`config.mk`:
```
export PLATFORM = sky130hd
export DESIGN_NAME = inst_fetch_unit_flat
export DESIGN_NICKNAME = d
export VERILOG_FILES = /design/src/rtl/inst_fetch_unit_pkg.sv /design/src/rtl/inst_fetch_unit_if.sv /design/src/rtl/inst_fetch_unit_fetch_fifo.sv /design/src/rtl/inst_fetch_unit.sv /design/src/flat_wrapper.sv
export VERILOG_INCLUDE_DIRS = /design/src /design/src/rtl
export SDC_FILE = /design/constraint.sdc
export NUM_CORES = 1
export LEC_CHECK = 0
export CAP_MARGIN = 40
export CORE_UTILIZATION = 53
export DETAILED_ROUTE_END_ITERATION = 12
export PLACE_DENSITY = 0.81
export SYNTH_ARGS = -nofsm -noshare
export SYNTH_HDL_FRONTEND = slang
export SYNTH_SLANG_ARGS = --single-unit
```
`constraint.sdc`:
```
create_clock -name clk -period 8.49 [get_ports clk]
set_input_delay 1.698 -clock clk [delete_from_list [all_inputs] [get_ports clk]]
set_output_delay 1.698 -clock clk [all_outputs]
set_load 0.005 [all_outputs]
```
`src/rtl/defines.v`:
```
// rtl/defines.v - shared ISA opcode and reset-vector constants
`ifndef INST_FETCH_DEFINES_V
`define INST_FETCH_DEFINES_V

// Major opcode field, instr[6:2]
`define OPCODE_LOAD    5'h00
`define OPCODE_FENCE   5'h03
`define OPCODE_OP_IMM  5'h04
`define OPCODE_STORE   5'h08
`define OPCODE_OP      5'h0C
`define OPCODE_BRANCH  5'h18
`define OPCODE_JAL     5'h1B
`define OPCODE_HALT    5'h1F

// First fetch address after reset
`define RESET_PC_VAL   32'h0000_0000

`endif

```
`src/rtl/inst_fetch_unit_pkg.sv`:
```
// rtl/inst_fetch_unit_pkg.sv - shared types and constants for the fetch unit
// Purpose: opcode constants (sourced from defines.v), default reset PC,
//          the buffered {pc, instr} entry type and a HALT decode helper.
// Ports:   none (package).
`include "defines.v"

package inst_fetch_unit_pkg;

  localparam logic [4:0]  OPCODE_HALT      = `OPCODE_HALT;
  localparam logic [4:0]  OPCODE_FENCE     = `OPCODE_FENCE;
  localparam logic [31:0] RESET_PC_DEFAULT = `RESET_PC_VAL;

  typedef struct packed {
    logic [31:0] pc;
    logic [31:0] instr;
  } fetch_entry_t;

  function automatic logic is_halt(input logic [4:0] opcode);
    return opcode == OPCODE_HALT;
  endfunction

endpackage

```
`src/rtl/inst_fetch_unit_if.sv`:
```
// rtl/inst_fetch_unit_if.sv - fetch unit bus: imem req/rsp, redirect, decode handoff
// Purpose: bundles every handshake signal of the fetch unit.
// Ports:   master = fetch unit side (drives requests, decode outputs, halted);
//          slave  = environment side (memory, execute redirect, decoder).
interface inst_fetch_unit_if;

  logic        imem_req_valid;
  logic [31:0] imem_req_addr;
  logic        imem_req_ready;
  logic        imem_rsp_valid;
  logic [31:0] imem_rsp_data;
  logic        redirect_valid;
  logic [31:0] redirect_pc;
  logic        id_valid;
  logic [31:0] id_instr;
  logic [31:0] id_pc;
  logic        id_ready;
  logic        halted;

  modport master (
    output imem_req_valid, imem_req_addr,
    input  imem_req_ready,
    input  imem_rsp_valid, imem_rsp_data,
    input  redirect_valid, redirect_pc,
    output id_valid, id_instr, id_pc,
    input  id_ready,
    output halted
  );

  modport slave (
    input  imem_req_valid, imem_req_addr,
    output imem_req_ready,
    output imem_rsp_valid, imem_rsp_data,
    output redirect_valid, redirect_pc,
    input  id_valid, id_instr, id_pc,
    output id_ready,
    input  halted
  );

endinterface

```
`src/rtl/inst_fetch_unit_fetch_fifo.sv`:
```
// rtl/inst_fetch_unit_fetch_fifo.sv - prefetch buffer of {pc, instr} entries
// Purpose: DEPTH-entry FIFO; head is read straight from storage so a push
//          shows up on o_head one cycle later. Flush overrides push and pop.
// Ports:   clk, rst (async, active-high); i_push/i_push_data; i_pop; i_flush;
//          o_full, o_empty, o_count (occupancy), o_head (oldest entry).
module inst_fetch_unit_fetch_fifo
  import inst_fetch_unit_pkg::*;
#(
  parameter int DEPTH = 2,
  localparam int AW = $clog2(DEPTH),
  localparam int CW = $clog2(DEPTH + 1)
) (
  input  logic          clk,
  input  logic          rst,
  input  logic          i_push,
  input  fetch_entry_t  i_push_data,
  input  logic          i_pop,
  input  logic          i_flush,
  output logic          o_full,
  output logic          o_empty,
  output logic [CW-1:0] o_count,
  output fetch_entry_t  o_head
);

  fetch_entry_t  r_mem [DEPTH];
  logic [AW-1:0] r_wr_ptr;
  logic [AW-1:0] r_rd_ptr;
  logic [CW-1:0] r_count;

  assign o_full  = (r_count == CW'(DEPTH));
  assign o_empty = (r_count == '0);
  assign o_count = r_count;
  assign o_head  = r_mem[r_rd_ptr];

  always_ff @(posedge clk or posedge rst) begin
    if (rst) begin
      r_wr_ptr <= '0;
      r_rd_ptr <= '0;
      r_count  <= '0;
      for (int i = 0; i < DEPTH; i++) begin
        r_mem[i] <= '0;
      end
    end else if (i_flush) begin
      r_wr_ptr <= '0;
      r_rd_ptr <= '0;
      r_count  <= '0;
    end else begin
      // When full, wr_ptr == rd_ptr: a simultaneous push overwrites the slot
      // that is being popped this same edge, which is exactly what we want.
      if (i_push) begin
        r_mem[r_wr_ptr] <= i_push_data;
        r_wr_ptr        <= r_wr_ptr + AW'(1);
      end
      if (i_pop) begin
        r_rd_ptr <= r_rd_ptr + AW'(1);
      end
      r_count <= r_count + CW'(i_push) - CW'(i_pop);
    end
  end

  a_no_overflow: assert property (@(posedge clk) disable iff (rst)
    !(i_push && !i_flush && !i_pop && o_full));
  a_no_underflow: assert property (@(posedge clk) disable iff (rst)
    !(i_pop && !i_flush && o_empty));

endmodule

```
`src/rtl/inst_fetch_unit.sv`:
```
// rtl/inst_fetch_unit.sv - in-order instruction fetch front end
// Purpose: issues word fetches, tracks outstanding requests and stale
//          responses after a redirect, buffers words with their PCs for
//          decode and stops fetching once a HALT has been delivered.
// Ports:   clk, rst (async, active-high);
//          bus (master): imem_req_*/imem_rsp_* memory side, redirect_*
//          from execute, id_* decode handoff, halted status.
module inst_fetch_unit
  import inst_fetch_unit_pkg::*;
#(
  parameter logic [31:0] RESET_PC = RESET_PC_DEFAULT,
  parameter int          DEPTH    = 2
) (
  input  logic               clk,
  input  logic               rst,
  inst_fetch_unit_if.master  bus
);

  localparam int CW = $clog2(DEPTH + 1);

  logic [31:0]   r_fetch_pc;
  logic [31:0]   r_rsp_pc;      // PC of the next non-stale response
  logic [CW-1:0] r_outstanding;
  logic [CW-1:0] r_drop_cnt;    // responses still owed for pre-redirect requests
  logic          r_halted;

  logic          w_fifo_full;
  logic          w_fifo_empty;
  logic [CW-1:0] w_fifo_count;
  fetch_entry_t  w_head;
  fetch_entry_t  w_push_data;

  logic [CW:0]   w_inflight;
  logic          w_req_valid;
  logic          w_accept;
  logic          w_rsp;
  logic          w_pop;
  logic          w_halt_pop;
  logic          w_rsp_drop;
  logic          w_push;
  logic          w_flush;
  logic          w_redirect;
  logic [CW-1:0] w_out_nxt;

  assign w_redirect = bus.redirect_valid;
  assign w_inflight = {1'b0, r_outstanding} + {1'b0, w_fifo_count};

  // Every request reserves a buffer slot, so occupancy can never exceed DEPTH.
  assign w_req_valid = !rst && !r_halted && !w_redirect && !w_fifo_full
                     && (w_inflight < (CW+1)'(DEPTH));
  assign w_accept    = w_req_valid && bus.imem_req_ready;
  assign w_rsp       = bus.imem_rsp_valid;
  assign w_pop       = !w_fifo_empty && bus.id_ready;
  assign w_halt_pop  = w_pop && is_halt(w_head.instr[6:2]);

  // A HALT popped this cycle flushes the buffer, so a word arriving alongside
  // it is discarded as well.
  assign w_rsp_drop  = (r_drop_cnt != '0) || r_halted || w_halt_pop;
  assign w_push      = w_rsp && !w_rsp_drop && !w_redirect;
  assign w_flush     = w_redirect || w_halt_pop;
  assign w_out_nxt   = r_outstanding + CW'(w_accept) - CW'(w_rsp);

  assign w_push_data.pc    = r_rsp_pc;
  assign w_push_data.instr = bus.imem_rsp_data;

  inst_fetch_unit_fetch_fifo #(
    .DEPTH (DEPTH)
  ) u_fetch_fifo (
    .clk         (clk),
    .rst         (rst),
    .i_push      (w_push),
    .i_push_data (w_push_data),
    .i_pop       (w_pop && !w_flush),
    .i_flush     (w_flush),
    .o_full      (w_fifo_full),
    .o_empty     (w_fifo_empty),
    .o_count     (w_fifo_count),
    .o_head      (w_head)
  );

  always_ff @(posedge clk or posedge rst) begin
    if (rst) begin
      r_fetch_pc    <= RESET_PC;
      r_rsp_pc      <= RESET_PC;
      r_outstanding <= '0;
      r_drop_cnt    <= '0;
      r_halted      <= 1'b0;
    end else begin
      r_outstanding <= w_out_nxt;
      if (w_redirect) begin
        r_fetch_pc <= bus.redirect_pc & ~32'h3;
        r_rsp_pc   <= bus.redirect_pc & ~32'h3;
        // Everything still in flight after this edge belongs to the old path.
        r_drop_cnt <= w_out_nxt;
        r_halted   <= 1'b0;
      end else begin
        if (w_accept) begin
          r_fetch_pc <= r_fetch_pc + 32'd4;
        end
        if (w_rsp) begin
          if (r_drop_cnt != '0) begin
            r_drop_cnt <= r_drop_cnt - CW'(1);
          end else begin
            r_rsp_pc <= r_rsp_pc + 32'd4;
          end
        end
        if (w_halt_pop) begin
          r_halted <= 1'b1;
        end
      end
    end
  end

  assign bus.imem_req_valid = w_req_valid;
  assign bus.imem_req_addr  = r_fetch_pc;
  assign bus.id_valid       = !w_fifo_empty;
  assign bus.id_instr       = w_head.instr;
  assign bus.id_pc          = w_head.pc;
  assign bus.halted         = r_halted;

  a_inflight_bound: assert property (@(posedge clk) disable iff (rst)
    w_inflight <= (CW+1)'(DEPTH));

endmodule

```
`src/flat_wrapper.sv`:
```
// flat-port wrapper written by rule: the top's interface ports become plain ports
module inst_fetch_unit_flat import inst_fetch_unit_pkg::*;
#(
  parameter logic [31:0] RESET_PC = RESET_PC_DEFAULT,
  parameter int          DEPTH    = 2
)
  (clk, rst, bus_imem_req_valid, bus_imem_req_addr, bus_imem_req_ready, bus_imem_rsp_valid, bus_imem_rsp_data, bus_redirect_valid, bus_redirect_pc, bus_id_valid, bus_id_instr, bus_id_pc, bus_id_ready, bus_halted);
  inst_fetch_unit_if bus_i ();
  input  logic clk;
  input  logic rst;
  output wire logic [$bits(bus_i.imem_req_valid)-1:0] bus_imem_req_valid;
  output wire logic [$bits(bus_i.imem_req_addr)-1:0] bus_imem_req_addr;
  input wire logic [$bits(bus_i.imem_req_ready)-1:0] bus_imem_req_ready;
  input wire logic [$bits(bus_i.imem_rsp_valid)-1:0] bus_imem_rsp_valid;
  input wire logic [$bits(bus_i.imem_rsp_data)-1:0] bus_imem_rsp_data;
  input wire logic [$bits(bus_i.redirect_valid)-1:0] bus_redirect_valid;
  input wire logic [$bits(bus_i.redirect_pc)-1:0] bus_redirect_pc;
  output wire logic [$bits(bus_i.id_valid)-1:0] bus_id_valid;
  output wire logic [$bits(bus_i.id_instr)-1:0] bus_id_instr;
  output wire logic [$bits(bus_i.id_pc)-1:0] bus_id_pc;
  input wire logic [$bits(bus_i.id_ready)-1:0] bus_id_ready;
  output wire logic [$bits(bus_i.halted)-1:0] bus_halted;
  assign bus_imem_req_valid = bus_i.imem_req_valid;
  assign bus_imem_req_addr = bus_i.imem_req_addr;
  assign bus_i.imem_req_ready = bus_imem_req_ready;
  assign bus_i.imem_rsp_valid = bus_imem_rsp_valid;
  assign bus_i.imem_rsp_data = bus_imem_rsp_data;
  assign bus_i.redirect_valid = bus_redirect_valid;
  assign bus_i.redirect_pc = bus_redirect_pc;
  assign bus_id_valid = bus_i.id_valid;
  assign bus_id_instr = bus_i.id_instr;
  assign bus_id_pc = bus_i.id_pc;
  assign bus_i.id_ready = bus_id_ready;
  assign bus_halted = bus_i.halted;
  inst_fetch_unit #(.RESET_PC(RESET_PC), .DEPTH(DEPTH)) u_core (.clk(clk), .rst(rst), .bus(bus_i));
endmodule
```
---- Word level (Yosys, flattened, before mapping) ----
Index checks and enable logic that the tools add are counted.
storage, ports and cells
  output and inout bits ................... 99
  register bits after elaboration ......... 201
  input port bits ......................... 70
cells by class
  mux-type cells .......................... 21
  reduce and logical (&&, ||, !) cells .... 32
  bitwise logic cells ..................... 3
  equality and inequality tests ........... 3
  add/subtract/negate cells ............... 10
  $lt $le $gt $ge ......................... 4
operator list
  cell                     number
  $mux W64                 4
  $mux W32                 5
  $bwmux W128              1
  $add A32 B3 Y32 const B  2
  $demux W64 S1            1
  $reduce_bool A2 Y1       7
  $logic_and A1 B1 Y1      11
  $mux W2                  4
  $logic_not A1 Y1         7
  $mux W1                  6
  $reduce_and A2 Y1        3
  $eq A5 B5 Y1 const B     1
  $add A2 B1 Y2            2
  $ge A2 B2 Y1 const B     2
  $not A1 Y2               2
  $sub A2 B1 Y2            2
  $add A2 B2 Y3            1
  $logic_or A1 B1 Y1       3
  $lt A3 B2 Y1 const B     1
  $add A1 B1 Y1 const B    2
  $eq A2 B2 Y1 const B     1
  $logic_not A2 Y1         1
  $lt A2 B1 Y1 const B     1
  $ne A2 B2 Y1 const B     1
  2 further kinds          2

---- Logic depth before layout (Yosys ltp) ----
Gate-level depths: netlist of run 1.
  depth in word-level cells ............... 13
  mapped depth ............................ 11
  depth with buffers taken out ............ 10

---- Cells and area by module ----
A second synthesis of run 1 with hierarchy kept.
second synthesis, totals
  cell total of the unflattened synthesis .. 775
  area, all modules ....................... 9,814.4 um^2
by module, submodules not included
  module                      times used  area each (um^2)  cells each
  inst_fetch_unit_fetch_fifo  1           6,062.1           361
  inst_fetch_unit             1           3,752.3           414

---- Least setup slack after synthesis of run 1 ----
OpenSTA, ideal clock, no wires.
  path type ............................... input port to output port
  start point ............................. input rst
  end point ............................... output bus_imem_req_valid
  stages on the path ...................... 2
  required time ........................... 6,792 ps
  data arrival time ....................... 2,144 ps
  setup slack ............................. 4,648 ps
  buffers on the path ..................... 0
  cells stage by stage .................... nor3_1 -> and3_1
between the ends
  word-level cells in the longest chain between the ends .. 5
ends and longest elaborated chain
  element                           line                   RTL
  start: declaration                flat_wrapper.sv:10     input logic rst;
  $logic_not A1 Y1                  inst_fetch_unit.sv:49  assign w_req_valid = !rst && !r_halted && !w_redirect && !w_fifo_full
  $logic_and A1 B1 Y1 (3 in a row)  inst_fetch_unit.sv:49
  $logic_and A1 B1 Y1               inst_fetch_unit.sv:50  && (w_inflight < (CW+1)'(DEPTH));
  end: declaration                  flat_wrapper.sv:11     output wire logic [$bits(bus_i.imem_req_valid)-1:0] bus_imem_req_valid;
Every way passes these cells.

---- Final worst setup path of run 1 ----
Ends and elaborated chain as after synthesis.

==> impl_metrics.toml, run 1 <==
[status]
status = "finished, final reports clean"

[final_layout]
layout-drive-gt1-share = 0.214
syn_to_final_growth_pct = 26.2
mostFrequentLayoutCell = "dfrtp_1"
n_fill_cell = 1233
final-instance-count-excl-fill = 1157
diodes = 0
utilization = 0.683
nets = 997
final_cell_mix = "dfrtp_1 (192), clkdlybuf4s50_1 (161), mux2_2 (141)"

[logic_synthesis]
ys_types = 49
yosys_register_bits = 193
synth-warning-count = 0
avgSynthCellArea_um2 = 12.2
synthArstFlopShare = 1.00
syn-cell-area_mm2 = 0.00933
synth_seq_area_share = 0.518
ys_top_cells_by_area = "dfrtp_1 (52%), mux2_2 (17%), mux2_1 (6.3%)"
synth_ff_type = "dfrtp_1"
synth-edff-count = 0
syn_inst = 767
yosys.area.top_type = "dfrtp_1"
yosysTopAreaCellShare = 0.518

[grt]
track_usage = 0.245
grt_max_degree = 72
grt_pass1_vias = 6745
antenna_found_initial = 0
grt_pass1_wl_um = 34700
grt_overflow = 0

[critical_path]
timing.rr.start = "u_core.u_fetch_fifo.r_rd_ptr"
crit_end = "bus_imem_req_valid"
critPathTopFamily = "buffers and inverters"
path_max_fanout = 4
crit_path_start_kind = "primary input"
end_kind = "output pin"
critPathSlowestCell = "clkdlybuf4s50_1"
rr_worst_depth = 7
crit_chain = "clkdlybuf4s50_1, nor3_1, and3_1, clkdlybuf4s50_1"
arrival_ns = 3.36
cp-startpoint = "rst"
cp.required_ns = 6.79
crit_type = "in -> out"
slowest_delay_ns = 0.53
critPathMostFrequentCell = "clkdlybuf4s50_1"
r2r_slack_ns = 4.79
cp.buffers_inverters = 2
path_depth = 4
rr_endpoint = "u_core.u_fetch_fifo.r_mem[55]"

[pwr]
leakage_uw = 0.00494
power_density_mw_per_mm2 = 295
p_int_uw = 2510
power_uw = 3480
combPwrFrac = 0.343
p_clk_frac = 0.241
ir_drop_mv = 0.168
p_sw_uw = 961
switching_share = 0.276
seq_power_share = 0.416

[placement]
dpl.hpwl_um = 14700
routabilityCongestion = 0.881
numPortBuffers = 162
dp_cells = 1125

[detailed_routing]
ant_nets = 0
wire_per_inst_um = 18.5
drt_iter0_drc = 487
wirelength_um = 21400
route.vias.total = 6667
first_pass_iters = 5
via_per_inst = 5.76
drcViolationCount = 0

[clocking]
cts_buffers = 17
ctsHoldBuffers = 0
htree_levels = 4
numClockSinks = 193
cts_root_buf = "clkbuf_16"
post_cts_resized = 0
cts.clk_slew.worst_paths_ns = 0.06
postCtsSetupBuffers = 0
worstSkewPairLatency_ns = 0.42
clockBufferDepth = 2
cts_tree = "built"

[flow_run]
drv_cap = 0

[floorplan]
num_io_pins = 169
die_w_um = 135
die_y_um = 135
fp.dieArea_mm2 = 0.0181
core_area_mm2 = 0.0172
num_rows = 48
start_util = 0.541

[sta]
slew_headroom = 0.488
drv_slew = 0
setup_viol = 0
rsz0062_at_grt = "no"
tns_ns = 0
skew_ns = 0.00958
tightest_slew_ns = 0.766
finalHoldViolations = 0
fin_crit_sh = 0.595
fmax_mhz = 198
finalCriticalPeriod_ns = 5.06

[worst_hold_path]
min_path_type = "reg -> reg"
## power groups by stage
| stage | combinational [uW] | sequential, uW | clock (uW) |
|---|---|---|---|
| 3_5_place_dp | 1200 | 1450 | 0 |
| 5_1_grt | 1290 | 1490 | 894 |
| 3_3_place_gp | 1160 | 1440 | 0 |
| 6_report | 1190 | 1450 | 838 |
| 2_1_floorplan | 678 | 1380 | 0 |
| 4_1_cts | 1210 | 1440 | 854 |
## worst reg2reg max path, delay by kind of cell, from the launching register on
family / cells / cell delay [ns]
buffers and inverters: 2 / 1.19
multiplexers: 2 / 0.82
AND/OR/NAND/NOR: 2 / 0.75
flip-flops: 1 / 0.71
AO/OA/AOI/OAI: 1 / 0.12
## through the flow
stage / hold WS [ns] / instance area, um^2 / worst slack, ns
floorplan: 0.452 / 9340 / 1.54
global placement: 0.463 / 11100 / 3.45
detailed placement: 0.471 / 11200 / 3.45
CTS: 0.486 / 11800 / 3.44
global route: 0.498 / 11800 / 3.34
finish: 0.481 / 11800 / 3.43
## how the worst min path moves through the flow
stage                     slack (ns)                             end                      startpoint  cells after the start
after floorplan                 0.45   u_core.u_fetch_fifo.r_mem[12]   u_core.u_fetch_fifo.r_mem[12]                      1
after global placement          0.46   u_core.u_fetch_fifo.r_mem[89]   u_core.u_fetch_fifo.r_mem[89]                      1
after detailed placement        0.47  u_core.u_fetch_fifo.r_mem[114]  u_core.u_fetch_fifo.r_mem[114]                      1
after CTS                       0.49  u_core.u_fetch_fifo.r_mem[114]  u_core.u_fetch_fifo.r_mem[114]                      1
after global routing            0.50  u_core.u_fetch_fifo.r_mem[114]  u_core.u_fetch_fifo.r_mem[114]                      1
final                           0.48  u_core.u_fetch_fifo.r_mem[114]  u_core.u_fetch_fifo.r_mem[114]                      1
## synthesized netlist by cell type, types with 7 or more instances
cell type / number
dfrtp_1: 193
mux2_2: 141
mux2_1: 52
nand2_1: 51
o21ai_0: 45
xnor2_1: 28
nor2_1: 26
nand3_1: 25
nand4_1: 21
clkbuf_1: 20
inv_1: 16
o311ai_0: 12
xor2_1: 12
and3_1: 11
nor3_1: 11
o211ai_1: 10
a31oi_1: 9
and4_1: 9
buf_2: 9
ha_1: 7
## flip-flops by register name, indices dropped and copies added, names as in the netlist
register	cells
u_core.u_fetch_fifo.r_rd_ptr	1
u_core.r_outstanding	2
u_core.u_fetch_fifo.o_count	2
u_core.r_drop_cnt	2
u_core.u_fetch_fifo.r_wr_ptr	1
u_core.r_rsp_pc	30
u_core.bus.imem_req_addr	30
u_core.bus.halted	1
u_core.u_fetch_fifo.r_mem	124
## metal layers
| metal | vias up | routed length [um] | GRT usage |
|---|---|---|---|
| met1 | 3302 | 9780 | 0.343 |
| li1 | 3077 | - | - |
| met2 | 251 | 9950 | 0.381 |
| met5 | - | 0 | 0 |
| met4 | 0 | 384 | 0.0874 |
| met3 | 37 | 1290 | 0.0484 |
## layout make-up
cell class / count / area, um^2 / share of cell area
clock inverters: 9 / 128 / 0.0108
clock buffers: 23 / 498 / 0.0423
inverters: 17 / 68.8 / 0.00584
repair buffers: 173 / 1750 / 0.149
well taps: 225 / 282 / 0.0239
flip-flops and latches: 193 / 4830 / 0.410
multi-input cells: 517 / 4220 / 0.358
## logic make-up (layout without fill, tap and decap cells)
family | count (synthesis) | count (layout) | synth area share
AO/OA/AOI/OAI | 87 | 87 | 0.0586
XOR/XNOR | 40 | 40 | 0.0375
adder cells (fa/ha/maj) | 8 | 8 | 0.0115
buffers and inverters | 60 | 222 | 0.0320
flip-flops | 193 | 193 | 0.518
multiplexers | 195 | 195 | 0.236
other | 1 | 4 | 0.000402
AND/OR/NAND/NOR | 183 | 183 | 0.107
(Power assumes the default switching activity.)
==> inputs of run 2 (changes only) <==
clock period = 4.8 ns   (was 8.49 ns; I/O delays follow)
==> impl_metrics.toml, run 2 (synthesized netlist as in run 1, its figures left out) <==
[grt]
grt_pass1_vias = 6603
track_usage = 0.241
grt_overflow = 0
antenna_found_initial = 0
grt_pass1_wl_um = 34000
grt_max_degree = 194

[final_layout]
final-instance-count-excl-fill = 1157
nets = 997
top_register = "u_core.u_fetch_fifo.r_mem"
syn_to_final_growth_pct = 25.2
diodes = 0
mostFrequentLayoutCell = "dfrtp_1"
utilization = 0.678
final_cell_mix = "dfrtp_1 (192), clkdlybuf4s50_1 (162), mux2_2 (141)"
layout-drive-gt1-share = 0.210
largest_register_ffs = 124

[detailed_routing]
drcViolationCount = 0
via_per_inst = 5.78
first_pass_iters = 5
wirelength_um = 21100
route.vias.total = 6689
ant_nets = 0
drt_iter0_drc = 380
wire_per_inst_um = 18.3

[clocking]
cts_tree = "built"
worstSkewPairLatency_ns = 0.43
postCtsSetupBuffers = 0
ctsHoldBuffers = 0
cts_buffers = 17
htree_levels = 4
post_cts_resized = 0
clockBufferDepth = 2
cts_root_buf = "clkbuf_16"
numClockSinks = 193
cts.clk_slew.worst_paths_ns = 0.06

[sta]
drv_slew = 0
finalHoldViolations = 0
slew_headroom = 0.289
finalCriticalPeriod_ns = 3.57
setup_viol = 0
tightest_slew_ns = 1.07
rsz0062_at_grt = "no"
fin_crit_sh = 0.744
tns_ns = 0
skew_ns = 0.0105
fmax_mhz = 280

[critical_path]
critPathSlowestCell = "clkdlybuf4s50_1"
crit_type = "in -> out"
arrival_ns = 2.61
critPathTopFamily = "buffers and inverters"
critPathMostFrequentCell = "clkdlybuf4s50_1"
crit_chain = "clkdlybuf4s50_1, nor3_1, and3_1, clkdlybuf4s50_1"
r2r_slack_ns = 1.87
path_max_fanout = 4
slowest_delay_ns = 0.52
end_kind = "output pin"
cp.required_ns = 3.84
cp.buffers_inverters = 2
crit_path_start_kind = "primary input"

[placement]
numPortBuffers = 162
dp_cells = 1125
routabilityCongestion = 0.867
dpl.hpwl_um = 14200

[floorplan]
core_area_mm2 = 0.0172
die_y_um = 135
num_rows = 48
num_io_pins = 169
start_util = 0.541
fp.dieArea_mm2 = 0.0181
die_w_um = 135

[pwr]
ir_drop_mv = 0.304
power_density_mw_per_mm2 = 513
power_uw = 5990
leakage_uw = 0.00487

[worst_hold_path]
min_path_type = "reg -> reg"

[status]
status = "finished, final reports clean"

[flow_run]
drv_cap = 0
run 2: layout make-up:
class | instances | area (um^2)
fillers | 1290 | 5550
flip-flops and latches | 193 | 4830
multi-input cells | 517 | 4220
repair buffers | 173 | 1730
clock buffers | 25 | 505
well taps | 225 | 282
inverters | 17 | 67.6
clock inverters | 7 | 50.0
run 2: where the power goes:
part / leakage (uW) / internal (uW) / switching, uW
Sequential: 0.00240 / 2190 / 367
Clock: 0.000266 / 733 / 598
Combinational: 0.00220 / 1370 / 734
run 2: worst paths after layout:
check | start | to | cells past startpoint
max in group asynchronous | rst | u_core.u_fetch_fifo.r_mem[64] | 3
min in group asynchronous | rst | u_core.u_fetch_fifo.r_mem[94] | 3
hold / removal | u_core.u_fetch_fifo.r_mem[92] | u_core.u_fetch_fifo.r_mem[92] | 1
setup reg to reg | u_core.u_fetch_fifo.o_count[0] | u_core.bus.imem_req_addr[8] | 7
setup / recovery | rst | bus_imem_req_valid | 4
hold reg to reg | u_core.u_fetch_fifo.r_mem[92] | u_core.u_fetch_fifo.r_mem[92] | 1
run 2: per-layer routing:
layer / global-route usage / wire, um / vias to the layer above
met5: 0 / 0 / -
met4: 0.0811 / 298 / 0
met3: 0.0447 / 1260 / 23
met2: 0.374 / 9920 / 244
met1: 0.340 / 9660 / 3347
li1: - / - / 3075
run 2: metrics by stage:
step | area (um^2) | hold slack [ns] | setup slack (ns)
final | 11700 | 0.481 | 1.23
after global routing | 11700 | 0.499 | 1.18
after CTS | 11700 | 0.487 | 1.24
after detailed placement | 11100 | 0.472 | 1.26
after global placement | 11100 | 0.462 | 1.26
after floorplan | 9350 | 0.452 | 1.35
==> inputs of run 3 (changes only) <==
CORE_UTILIZATION = 48   (was 53)
PLACE_DENSITY = 0.77   (was 0.81)
clock period = 3.1 ns   (was 4.8 ns; I/O delays follow)
==> impl_metrics.toml, run 3 (synthesized netlist as in run 1, its figures left out) <==
[status]
status = "finished, final reports clean"

[clocking]
clockBufferDepth = 2
numClockSinks = 193
htree_levels = 4
postCtsSetupBuffers = 0
cts_root_buf = "clkbuf_16"
cts_tree = "built"
cts_buffers = 17
worstSkewPairLatency_ns = 0.43
cts.clk_slew.worst_paths_ns = 0.06

[placement]
routabilityCongestion = 0.878
pre_cts_ws_ns = 0.175
dpl.hpwl_um = 15100
dp_cells = 1172
numPortBuffers = 162

[sta]
slew_headroom = 0.594
tightest_slew_ns = 0.607
tns_ns = 0
hold_ws_ns = 0.483
drv_slew = 0
finalHoldViolations = 0
finalCriticalPeriod_ns = 3.02
setup_viol = 0
rsz0062_at_grt = "no"
skew_ns = 0.00989
fin_crit_sh = 0.976
worst_slack_ns = 0.0753
fmax_mhz = 331

[floorplan]
die_y_um = 141
fp.dieArea_mm2 = 0.0200
num_io_pins = 169
core_area_mm2 = 0.0189
start_util = 0.494
num_rows = 50
die_w_um = 141

[final_layout]
syn_to_final_growth_pct = 28.1
top_register = "u_core.u_fetch_fifo.r_mem"
nets = 1009
mostFrequentLayoutCell = "dfrtp_1"
layout-drive-gt1-share = 0.224
final-instance-count-excl-fill = 1205
largest_register_ffs = 124
n_fill_cell = 1495
final_cell_mix = "dfrtp_1 (192), clkdlybuf4s50_1 (161), mux2_2 (141)"

[detailed_routing]
wire_per_inst_um = 18.0
ant_nets = 0
drt_iter0_drc = 343
wirelength_um = 21600
drcViolationCount = 0
via_per_inst = 5.54
route.vias.total = 6679
first_pass_iters = 5

[critical_path]
end_kind = "output pin"
cp.required_ns = 2.48
crit_path_start_kind = "register"
crit_type = "reg -> out"
arrival_ns = 2.40
path_max_fanout = 4

[grt]
grt_max_degree = 51
grt_pass1_wl_um = 35000
grt_pass1_vias = 6570
track_usage = 0.225
antenna_found_initial = 1
grt_overflow = 0

[pwr]
power_density_mw_per_mm2 = 805
ir_drop_mv = 0.454
power_uw = 9620
leakage_uw = 0.00500

[flow_run]
drv_cap = 0

[worst_hold_path]
min_path_type = "reg -> reg"
run 3: power breakdown:
group	switching, uW	internal [uW]
combinational	1170	2140
clock	956	1400
sequential	556	3390
run 3: final cells by class:
type	instances	area [um^2]	area share
diodes	1	2.50	0.000209
clock buffers	21	460	0.0385
clock inverters	11	178	0.0149
inverters	17	67.6	0.00565
multi-input cells	517	4220	0.353
flip-flops and latches	193	4830	0.404
well taps	260	325	0.0272
repair buffers	185	1860	0.156
run 3: path summary, 6_finish.rpt:
kind,start,end,slack [ns],depth (start not counted)
setup / recovery,u_core.u_fetch_fifo.o_count[0],bus_imem_req_valid,0.08,6
hold / removal,u_core.u_fetch_fifo.r_mem[75],u_core.u_fetch_fifo.r_mem[75],0.48,1
setup reg to reg,u_core.u_fetch_fifo.o_count[0],u_core.bus.imem_req_addr[19],0.62,9
hold reg to reg,u_core.u_fetch_fifo.r_mem[75],u_core.u_fetch_fifo.r_mem[75],0.48,1
max in group asynchronous,rst,u_core.u_fetch_fifo.r_mem[59],1.74,3
min in group asynchronous,rst,u_core.u_fetch_fifo.r_mem[41],0.75,2
run 3: worst max-delay path: stages, from the launching register on:
cell and delay (ns):
dfrtp_1 0.35, inv_1 0.06, nor2_1 0.12, fa_1 0.46
nor3_2 0.24, and3_1 0.24, clkdlybuf4s50_1 0.52
run 3: through the flow:
stage               area, um^2  utilization
detailed placement       11300        0.598
floorplan                 9350            -
global route             12000        0.633
finish                   12000        0.633
global placement         11300        0.598
CTS                      12000        0.633
run 3: timing repair:
item / CTS / global route
endpoints found under the setup margin: 1 / 0
gates resized for setup: 1 / 0
hold endpoints to repair: 0 / 0
hold buffers: 0 / 0
run 3: metal layers:
metal  global-route usage  wire length, um  vias to the layer above  part of all wire
li1                     -                -                     3103                 -
met4               0.0730              408                        0             0.019
met1                0.314            10000                     3298              0.46
met2                0.352             9860                      250              0.46
met5                    0                0                        -                 0
met3               0.0472             1350                       28             0.062
